$ cat config.mk
export PLATFORM = sky130hd
export DESIGN_NAME = imem_fetch
export DESIGN_NICKNAME = d
export VERILOG_FILES = /design/src/rtl/imem_pkg.sv /design/src/rtl/imem_rsp_fifo.sv /design/src/rtl/imem_fetch.sv
export SDC_FILE = /design/constraint.sdc
export NUM_CORES = 1
export LEC_CHECK = 0
export CORE_ASPECT_RATIO = 1.4
export CORE_MARGIN = 2
export CORE_UTILIZATION = 45
export DETAILED_ROUTE_END_ITERATION = 10
export PLACE_DENSITY = 0.72
export SLEW_MARGIN = 10
export SYNTH_ARGS = -nofsm -noshare
export SYNTH_HDL_FRONTEND = slang
export SYNTH_SLANG_ARGS = --single-unit
$ cat constraint.sdc
create_clock -name clk -period 5.1 [get_ports clk]
set_clock_uncertainty 0.1 [all_clocks]
set_input_delay 0.765 -clock clk [delete_from_list [all_inputs] [get_ports clk]]
set_output_delay 0.765 -clock clk [all_outputs]
set_load 0.02 [all_outputs]
$ cat src/rtl/imem_pkg.sv
`default_nettype none
// ============================================================================
//  Module      : imem_pkg
//  Description : Shared constants for the MiniCPU instruction memory.
//                Holds the NOP encoding, the opcode field values and the
//                boot program that imem_fetch loads at reset when the
//                IMEM_BOOT_PROG_EN macro is defined.
//  Revision    : 1.0 - initial release
// ============================================================================
package imem_pkg;

    // All-zero word; out-of-range fetches return this.
    localparam logic [7:0] c_nop = 8'h00;

    // Opcode field values held in the upper nibble of an instruction.
    localparam logic [3:0] c_op_load_a     = 4'h1;
    localparam logic [3:0] c_op_load_b     = 4'h2;
    localparam logic [3:0] c_op_add        = 4'h4;
    localparam logic [3:0] c_op_or         = 4'h6;
    localparam logic [3:0] c_op_store_or   = 4'h7;
    localparam logic [3:0] c_op_store      = 4'h8;
    localparam logic [3:0] c_op_store_halt = 4'hC;

    // Boot program, 8 bits per word, zero-extended to IW when loaded.
    localparam int         c_boot_len = 12;
    localparam logic [7:0] c_boot_prog [c_boot_len] = '{
        8'h13, 8'h25, 8'h40, 8'hC0,
        8'h12, 8'h25, 8'h60, 8'h80,
        8'h14, 8'h21, 8'h70, 8'hC0
    };

endpackage : imem_pkg
`default_nettype wire

$ cat src/rtl/imem_rsp_fifo.sv
`default_nettype none
// ============================================================================
//  Module      : imem_rsp_fifo
//  Description : Three-entry synchronous response FIFO with push, pop,
//                flush and occupancy count. The caller guarantees no push
//                when full and no pop when empty.
//  Revision    : 1.0 - initial release
// ============================================================================
module imem_rsp_fifo #(
    parameter int W = 13
) (
    input  logic         clk,
    input  logic         rst,
    input  logic         push,
    input  logic [W-1:0] push_data,
    input  logic         pop,
    input  logic         flush,
    output logic [W-1:0] head,
    output logic [1:0]   count
);

    localparam logic [1:0] c_last = 2'd2;

    logic [W-1:0] r_mem [3];
    logic [1:0]   r_rd_ptr;
    logic [1:0]   r_wr_ptr;
    logic [1:0]   r_count;

    // Entry storage needs no reset; occupancy decides what is visible.
    always_ff @(posedge clk) begin
        if (push) begin
            r_mem[r_wr_ptr] <= push_data;
        end
    end

    // Pointer and occupancy bookkeeping; flush empties the queue.
    always_ff @(posedge clk) begin
        if (rst || flush) begin
            r_rd_ptr <= 2'd0;
            r_wr_ptr <= 2'd0;
            r_count  <= 2'd0;
        end else begin
            if (push) begin
                r_wr_ptr <= (r_wr_ptr == c_last) ? 2'd0 : r_wr_ptr + 2'd1;
            end
            if (pop) begin
                r_rd_ptr <= (r_rd_ptr == c_last) ? 2'd0 : r_rd_ptr + 2'd1;
            end
            case ({push, pop})
                2'b10:   r_count <= r_count + 2'd1;
                2'b01:   r_count <= r_count - 2'd1;
                default: r_count <= r_count;
            endcase
        end
    end

    assign head  = r_mem[r_rd_ptr];
    assign count = r_count;

endmodule : imem_rsp_fifo
`default_nettype wire

$ cat src/rtl/imem_fetch.sv
`default_nettype none
// ============================================================================
//  Module      : imem_fetch
//  Description : Programmable instruction memory for the MiniCPU fetch path.
//                Synchronous-read array, one registered read stage (S1),
//                a 3-entry response FIFO, program-load write port, flush
//                and out-of-range detection.
//                Build option: IMEM_BOOT_PROG_EN - when defined, reset loads
//                the boot program into the array; otherwise the array has no
//                reset and holds whatever the program port wrote.
//  Revision    : 1.0 - initial release
// ============================================================================
module imem_fetch
    import imem_pkg::*;
#(
    parameter int IW    = 8,
    parameter int AW    = 4,
    parameter int DEPTH = 16
) (
    input  logic          clk,
    input  logic          rst,
    input  logic          req_valid,
    output logic          req_ready,
    input  logic [AW-1:0] req_addr,
    output logic          rsp_valid,
    input  logic          rsp_ready,
    output logic [IW-1:0] rsp_instr,
    output logic [AW-1:0] rsp_addr,
    output logic          rsp_err,
    input  logic          flush,
    input  logic          prog_we,
    input  logic [AW-1:0] prog_addr,
    input  logic [IW-1:0] prog_data
);

    localparam int          c_idxw     = (DEPTH > 1) ? $clog2(DEPTH) : 1;
    localparam logic [AW:0] c_depth    = (AW + 1)'(DEPTH);
    localparam int          c_ew       = IW + AW + 1;
    localparam logic [IW-1:0] c_nop_word = IW'(c_nop);

    // Instruction array
    logic [IW-1:0] r_mem [DEPTH];

    // Read stage S1
    logic          r_s1_v;
    logic [IW-1:0] r_s1_instr;
    logic [AW-1:0] r_s1_addr;
    logic          r_s1_err;

    logic              w_accept;
    logic              w_req_in_range;
    logic              w_prog_hit;
    logic [c_idxw-1:0] w_req_idx;
    logic [c_idxw-1:0] w_prog_idx;
    logic              w_fifo_push;
    logic              w_fifo_pop;
    logic [c_ew-1:0]   w_fifo_head;
    logic [1:0]        w_fifo_count;
    logic              w_rsp_valid;

    assign w_req_in_range = ({1'b0, req_addr} < c_depth);
    assign w_prog_hit     = prog_we && ({1'b0, prog_addr} < c_depth);
    assign w_req_idx      = req_addr[c_idxw-1:0];
    assign w_prog_idx     = prog_addr[c_idxw-1:0];

    // Occupancy counts S1 as well, so the FIFO always has room for whatever
    // is in flight; rsp_ready is deliberately not part of this term.
    assign req_ready = !rst && (({1'b0, w_fifo_count} + {2'b00, r_s1_v}) < 3'd3);
    assign w_accept  = req_valid && req_ready;

`ifdef IMEM_BOOT_PROG_EN
    // Boot word i: program byte zero-extended, NOP beyond the program.
    function automatic logic [IW-1:0] boot_word(input int i);
        logic [IW-1:0] w_word;
        w_word = c_nop_word;
        if (i < c_boot_len) begin
            w_word = IW'(c_boot_prog[i]);
        end
        return w_word;
    endfunction

    // Array write port; reset reloads the boot image and blocks writes.
    always_ff @(posedge clk) begin
        if (rst) begin
            for (int i = 0; i < DEPTH; i++) begin
                r_mem[i] <= boot_word(i);
            end
        end else if (w_prog_hit) begin
            r_mem[w_prog_idx] <= prog_data;
        end
    end
`else
    // Array write port; contents survive reset.
    always_ff @(posedge clk) begin
        if (w_prog_hit) begin
            r_mem[w_prog_idx] <= prog_data;
        end
    end
`endif

    // S1 captures the array word (old data on a same-cycle write) or a NOP
    // with err for out-of-range addresses. An accept during flush survives.
    always_ff @(posedge clk) begin
        if (rst) begin
            r_s1_v     <= 1'b0;
            r_s1_instr <= '0;
            r_s1_addr  <= '0;
            r_s1_err   <= 1'b0;
        end else begin
            r_s1_v <= w_accept;
            if (w_accept) begin
                r_s1_instr <= w_req_in_range ? r_mem[w_req_idx] : c_nop_word;
                r_s1_addr  <= req_addr;
                r_s1_err   <= !w_req_in_range;
            end
        end
    end

    // S1 content is discarded on flush rather than pushed.
    assign w_fifo_push = r_s1_v && !flush;
    assign w_fifo_pop  = w_rsp_valid && rsp_ready;

    imem_rsp_fifo #(
        .W (c_ew)
    ) u_rsp_fifo (
        .clk       (clk),
        .rst       (rst),
        .push      (w_fifo_push),
        .push_data ({r_s1_err, r_s1_addr, r_s1_instr}),
        .pop       (w_fifo_pop),
        .flush     (flush),
        .head      (w_fifo_head),
        .count     (w_fifo_count)
    );

    // Outputs read as zero whenever the FIFO is empty, which also gives the
    // required all-zero values straight after reset.
    assign w_rsp_valid = (w_fifo_count != 2'd0);
    assign rsp_valid   = w_rsp_valid;
    assign rsp_instr   = w_rsp_valid ? w_fifo_head[IW-1:0]        : '0;
    assign rsp_addr    = w_rsp_valid ? w_fifo_head[IW+AW-1:IW]    : '0;
    assign rsp_err     = w_rsp_valid ? w_fifo_head[IW+AW]         : 1'b0;

endmodule : imem_fetch
`default_nettype wire
==> impl_metrics.tcl, run 1 <==
set metrics [dict create \
    outcome "complete, no violations" \
    syn_nets 423 \
    clk_latency_ns 0.42 \
    dr.pass1.iters 4 \
    clk_pin_slew_ns 0.07 \
    hold_slack_ns 0.389 \
    crit_type "primary input to output port" \
    grt_max_degree 34 \
    die_h_um 153 \
    maxSlewViolCount 0 \
    grt_overflow 0 \
    area_growth_pct 14.9 \
    die-area_sq_mm 0.0169 \
    dpl_cell_area_sq_mm 0.00769 \
    finalWorstSetupSlack_ns 1.84 \
    clock_sinks 185 \
    power_density_mw_per_mm2 368 \
    grt_pass1_wl_mm 20.4 \
    ys_seq_elements 185 \
    root_buffer "clkbuf_16" \
    drt_iter0_drc 213 \
    cts_setup_buffers 0 \
    max_cap_viol_count 0 \
    antenna_found_initial 0 \
    via_per_inst 5.52 \
    most-common-layout-cells "edfxtp_1, nor2_1, clkdlybuf4s50_1, mux4_2, dfxtp_1" \
    critPathLaunchType "primary input" \
    clock_path_buffers 2 \
    nets 464 \
    cts_tree "built" \
    syn_area_sq_mm 0.00716 \
    min_path_type "flip-flop to flip-flop" \
    wirelength_mm 12.9 \
    synth_cell_types 35 \
    vias 3576 \
    rsz0062_at_grt "no" \
    rows 54 \
    gr-usage-all-layers_pct 15.8 \
    start_util_pct 45.9 \
    synth-edff-count 164 \
    post_drt_wl_per_cell_um 19.9 \
    ant_nets 0 \
    drc 0 \
    holdBufCountCts 0 \
    place_congestion 0.755 \
    arrival_ns 2.40 \
    ir_worst_vdd_v 0.000266 \
    dp_hpwl_mm 8.21 \
    tightest_slew_ns 1.04 \
    required_ns 4.24 \
    drive_above_1_share_pct 17.3 \
    finalCritPeriodShare_pct 63.9 \
    ctsResizeCount 0 \
    port_buffers 35 \
    cts.htree.levels 4 \
    tns_ns 0 \
    slew_headroom_pct 30.4 \
    syn-instance-count 398 \
    crit_path_end_kind "output port" \
    leakagePower_nw 2.61 \
    cts_buffers 17 \
    cp_max_fo 14 \
    fmax_ghz 0.307 \
    grt_pass1_vias 3700 \
    fin_area_sq_mm 0.00822 \
    synth_ff_type "edfxtp_1" \
    antennaDiodeCount 0 \
    ios 37 \
    p_total_mw 3.02 \
    core_area_sq_mm 0.0156 \
    die_w_um 111 \
    async_flop_share_pct 0 \
    hold_violations 0 \
    finalSetupViolCount 0 \
    layout_commonest_cell "edfxtp_1" \
    ys_warn_count 0 \
    synth_seq_area_share_pct 74.7 \
    place_ws_ns 1.85 \
    min_period_ns 3.26 \
    syn_avg_cell_area_sq_um 18.0 \
]
[flip-flops by register name, summed over array words and instances (netlist names), named ones only]
| name | count |
|---|---|
| r_s1_addr | 4 |
| u_rsp_fifo.r_mem | 36 |
| r_mem | 128 |
| r_s1_v | 1 |
| u_rsp_fifo.count | 2 |
| u_rsp_fifo.r_rd_ptr | 2 |
| u_rsp_fifo.r_wr_ptr | 2 |
| r_s1_instr | 8 |
[through the flow]
stage                     instances  utilization [%]
after floorplan                 398                -
after global placement          616             49.3
after detailed placement        616             49.3
after CTS                       648             52.7
after global routing            648             52.7
final                           648             52.7
[Yosys cell counts (2+ instances only)]
| cell type | instances | area share (%) |
|---|---|---|
| a21oi_1 | 17 | 1.2 |
| buf_2 | 3 | 0.21 |
| buf_4 | 2 | 0.21 |
| buf_6 | 2 | 0.31 |
| clkbuf_1 | 12 | 0.63 |
| dfxtp_1 | 21 | 5.9 |
| edfxtp_1 | 164 | 69 |
| ha_1 | 3 | 0.52 |
| inv_1 | 3 | 0.16 |
| mux2_2 | 8 | 1.3 |
| mux2i_1 | 12 | 1.7 |
| mux4_2 | 31 | 9.8 |
| nand2_1 | 9 | 0.47 |
| nand2b_1 | 16 | 1.4 |
| nand3b_1 | 3 | 0.31 |
| nor2_1 | 41 | 2.2 |
| nor3_1 | 7 | 0.49 |
| nor3b_1 | 2 | 0.21 |
| o211ai_1 | 7 | 0.73 |
| o21ai_0 | 2 | 0.14 |
| o21ai_1 | 12 | 0.84 |
| o22a_1 | 8 | 0.98 |
[report_power, final]
group | internal, mW | leakage [nW] | switching, mW
sequential | 1.69 | 1.67 | 0.0159
combinational | 0.0700 | 0.692 | 0.0813
clock | 0.626 | 0.251 | 0.545
[worst paths after layout]
path              slack, ns  depth (start not counted)                      to                 from
setup reg to reg       2.71                          6           r_s1_instr[6]  u_rsp_fifo.count[0]
setup / recovery       1.84                          3               req_ready                  rst
hold / removal         0.39                          0  u_rsp_fifo.r_mem[2][7]        r_s1_instr[7]
hold reg to reg        0.39                          0  u_rsp_fifo.r_mem[2][7]        r_s1_instr[7]
[per-layer routing]
| metal | GRT usage [%] | up-vias | wire length, um |
|---|---|---|---|
| met4 | 6.31 | 0 | 170 |
| met1 | 19.1 | 1840 | 5300 |
| met5 | 0 | - | 0 |
| met2 | 27.9 | 90 | 6910 |
| li1 | - | 1632 | - |
| met3 | 3.29 | 14 | 519 |
[worst max-delay path: stages]
cell and delay (ns):
clkdlybuf4s50_1 0.64, a211oi_1 0.33, clkdlybuf4s50_1 0.66
[kinds of logic (layout without fill, tap and decap cells)]
kind of cell	after synthesis	count (layout)	share of synthesized area [%]
mux	52	52	13.1
simple gates	83	83	5.49
buf+inv	24	78	1.78
compound gates	48	48	4.16
fa+ha+maj	3	3	0.525
flops	185	185	74.7
xor+xnor	2	2	0.245
other cells	1	1	0.0524
[final cells by class]
class                           instances  area (sq um)
Fill cell                            1248          7390
Sequential cell                       185          5350
Multi-Input combinational cell        189          1680
Clock buffer                           19           433
Timing Repair Buffer                   43           405
Tap cell                              196           245
Clock inverter                         13          96.3
Inverter                                3          11.3
(Power assumes the default switching activity.)
==> run 2, diff against run 1 <==
--- a/config.mk
+++ b/config.mk
@@ -9,7 +9,7 @@
 export CORE_MARGIN = 2
 export CORE_UTILIZATION = 45
 export DETAILED_ROUTE_END_ITERATION = 10
-export PLACE_DENSITY = 0.72
+export PLACE_DENSITY = 0.74
 export SLEW_MARGIN = 10
 export SYNTH_ARGS = -nofsm -noshare
 export SYNTH_HDL_FRONTEND = slang
==> constraint.sdc (replaced) <==
create_clock -name clk -period 2.79 [get_ports clk]
set_clock_uncertainty 0.1 [all_clocks]
set_input_delay 0.4185 -clock clk [delete_from_list [all_inputs] [get_ports clk]]
set_output_delay 0.4185 -clock clk [all_outputs]
set_load 0.02 [all_outputs]
==> run 2 against run 1 <==
- die area unchanged
- cell count grew 3.1%
- via count fell by 1.5%
- hold slack worse by 0.0096 ns
- combinational power rose by 91%
- core utilization grew 1.4 points
- largest cell class unchanged
- largest power group unchanged
==> impl_metrics.tcl, run 2 (synthesis gave the netlist of run 1 again) <==
set metrics [dict create \
    outcome "complete, no violations" \
    area_growth_pct 17.9 \
    place_ws_ns 0.494 \
    cts_setup_buffers 0 \
    arrival_ns 2.00 \
    crit_path_max_incr_delay_ns 0.55 \
    slew_headroom_pct 61.1 \
    min_period_ns 2.52 \
    wirelength_mm 12.5 \
    nets 484 \
    crit_type "flip-flop to output port" \
    required_ns 2.27 \
    cts_tree "built" \
    ios 37 \
    critPathLaunchType "flip-flop" \
    cp_slowest_cell "clkdlybuf4s50_1" \
    die_w_um 111 \
    largest_register_ffs 128 \
    die_h_um 153 \
    finalSetupViolCount 0 \
    cp_max_fo 12 \
    vias 3522 \
    start_util_pct 45.9 \
    clock_sinks 185 \
    max_cap_viol_count 0 \
    grt_pass1_wl_mm 19.7 \
    grt_pass1_vias 3683 \
    hold_violations 0 \
    regMostFlops "r_mem" \
    power_density_mw_per_mm2 673 \
    ir_worst_vdd_v 0.000386 \
    antenna_found_initial 0 \
    cpMostUsedCell "nor2_1" \
    fmax_ghz 0.398 \
    layout_commonest_cell "edfxtp_1" \
    die-area_sq_mm 0.0169 \
    leakagePower_nw 2.76 \
    min_path_type "flip-flop to flip-flop" \
    rsz0062_at_grt "no" \
    drc 0 \
    port_buffers 35 \
    clock_path_buffers 2 \
    cp_cell_sequence "buf_4, mux2i_1, nor2_1, a21oi_1, nor2_1, clkdlybuf4s50_1" \
    tns_ns 0 \
    core_area_sq_mm 0.0156 \
    cp_num_buf_inv 2 \
    dr.pass1.iters 4 \
    crit_path_end_kind "output port" \
    grt_max_degree 34 \
    most-common-layout-cells "edfxtp_1, nor2_1, clkdlybuf4s50_1, mux4_2, buf_4" \
    clk_pin_slew_ns 0.07 \
    place_congestion 0.755 \
    via_per_inst 5.27 \
    root_buffer "clkbuf_16" \
    drt_iter0_drc 172 \
    drive_above_1_share_pct 21.6 \
    post_drt_wl_per_cell_um 18.7 \
    cts_buffers 17 \
    antennaDiodeCount 0 \
    tightest_slew_ns 0.581 \
    largestRegisters "r_mem: 128 flops, u_rsp_fifo.r_mem: 36 flops, r_s1_instr: 8 flops" \
    cts.htree.levels 4 \
    maxSlewViolCount 0 \
    clk_latency_ns 0.42 \
    finalCritPeriodShare_pct 90.2 \
    fillers 1182 \
    gr-usage-all-layers_pct 15.3 \
    cp_top_family "buffers and inverters" \
    finalWorstSetupSlack_ns 0.275 \
    grt_overflow 0 \
    rows 54 \
    dp_hpwl_mm 8.06 \
    ant_nets 0 \
]
[run 2: area by class of cell]
| class | count | area [sq um] | share of cell area, % |
|---|---|---|---|
| well taps | 196 | 245 | 2.91 |
| inverters | 3 | 11.3 | 0.133 |
| clock buffers | 19 | 433 | 5.13 |
| multi-input cells | 189 | 1690 | 20.0 |
| clock inverters | 13 | 133 | 1.57 |
| repair buffers | 63 | 583 | 6.91 |
| flip-flops and latches | 185 | 5350 | 63.4 |
[run 2: timing repair]
| item | 4_1_cts | 5_1_grt |
|---|---|---|
| setup endpoints to repair | 0 | 9 |
| hold buffers | 0 | 0 |
| resized for setup | 0 | 2 |
[run 2: stage by stage]
stage	power (mW)	area [sq um]	utilization, %	instances	hold slack (ns)
after global routing	5.86	8440	54.1	668	0.412
final	5.68	8440	54.1	668	0.380
after global placement	3.44	7870	50.4	636	0.358
after detailed placement	3.46	7870	50.4	636	0.369
after floorplan	3.34	7160	-	398	0.344
after CTS	5.73	8430	54.0	668	0.384
[run 2: worst reg2reg max path, stage by stage (launching register included)]
cell,delay [ns]
dfxtp_1,0.44
ha_1,0.19
ha_1,0.23
a211oi_1,0.33
and2_1,0.18
buf_4,0.27
o211ai_1,0.16
o21ai_1,0.10
[run 2: layer usage]
layer | vias up | track usage, % | routed length, um
li1 | 1678 | - | -
met1 | 1782 | 17.5 | 5110
met2 | 58 | 28.0 | 6980
met3 | 4 | 3.17 | 283
met4 | 0 | 6.01 | 82
met5 | - | 0 | 0
[run 2: where the power goes]
part / switching, mW / total, mW / internal, mW
logic: 0.149 / 0.289 / 0.139
clock network: 1.03 / 2.28 / 1.26
registers: 0.0265 / 3.11 / 3.08
[run 2: final timing paths]
path,from,end,slack [ns],cells after the start
setup / recovery,flip-flop,rsp_instr[2],0.27,6
hold / removal,r_s1_instr[7],u_rsp_fifo.r_mem[0][7],0.38,0
setup reg to reg,u_rsp_fifo.count[0],r_s1_instr[3],0.72,7
hold reg to reg,r_s1_instr[7],u_rsp_fifo.r_mem[0][7],0.38,0
==> run 3, diff against run 2 <==
--- a/config.mk
+++ b/config.mk
@@ -8,6 +8,7 @@
 export CORE_ASPECT_RATIO = 1.4
 export CORE_MARGIN = 2
 export CORE_UTILIZATION = 45
+export CTS_CLUSTER_DIAMETER = 50
 export DETAILED_ROUTE_END_ITERATION = 10
 export PLACE_DENSITY = 0.74
 export SLEW_MARGIN = 10
==> results of run 3 <==
The final DEF is identical to that of run 2; final timing and power are the same.
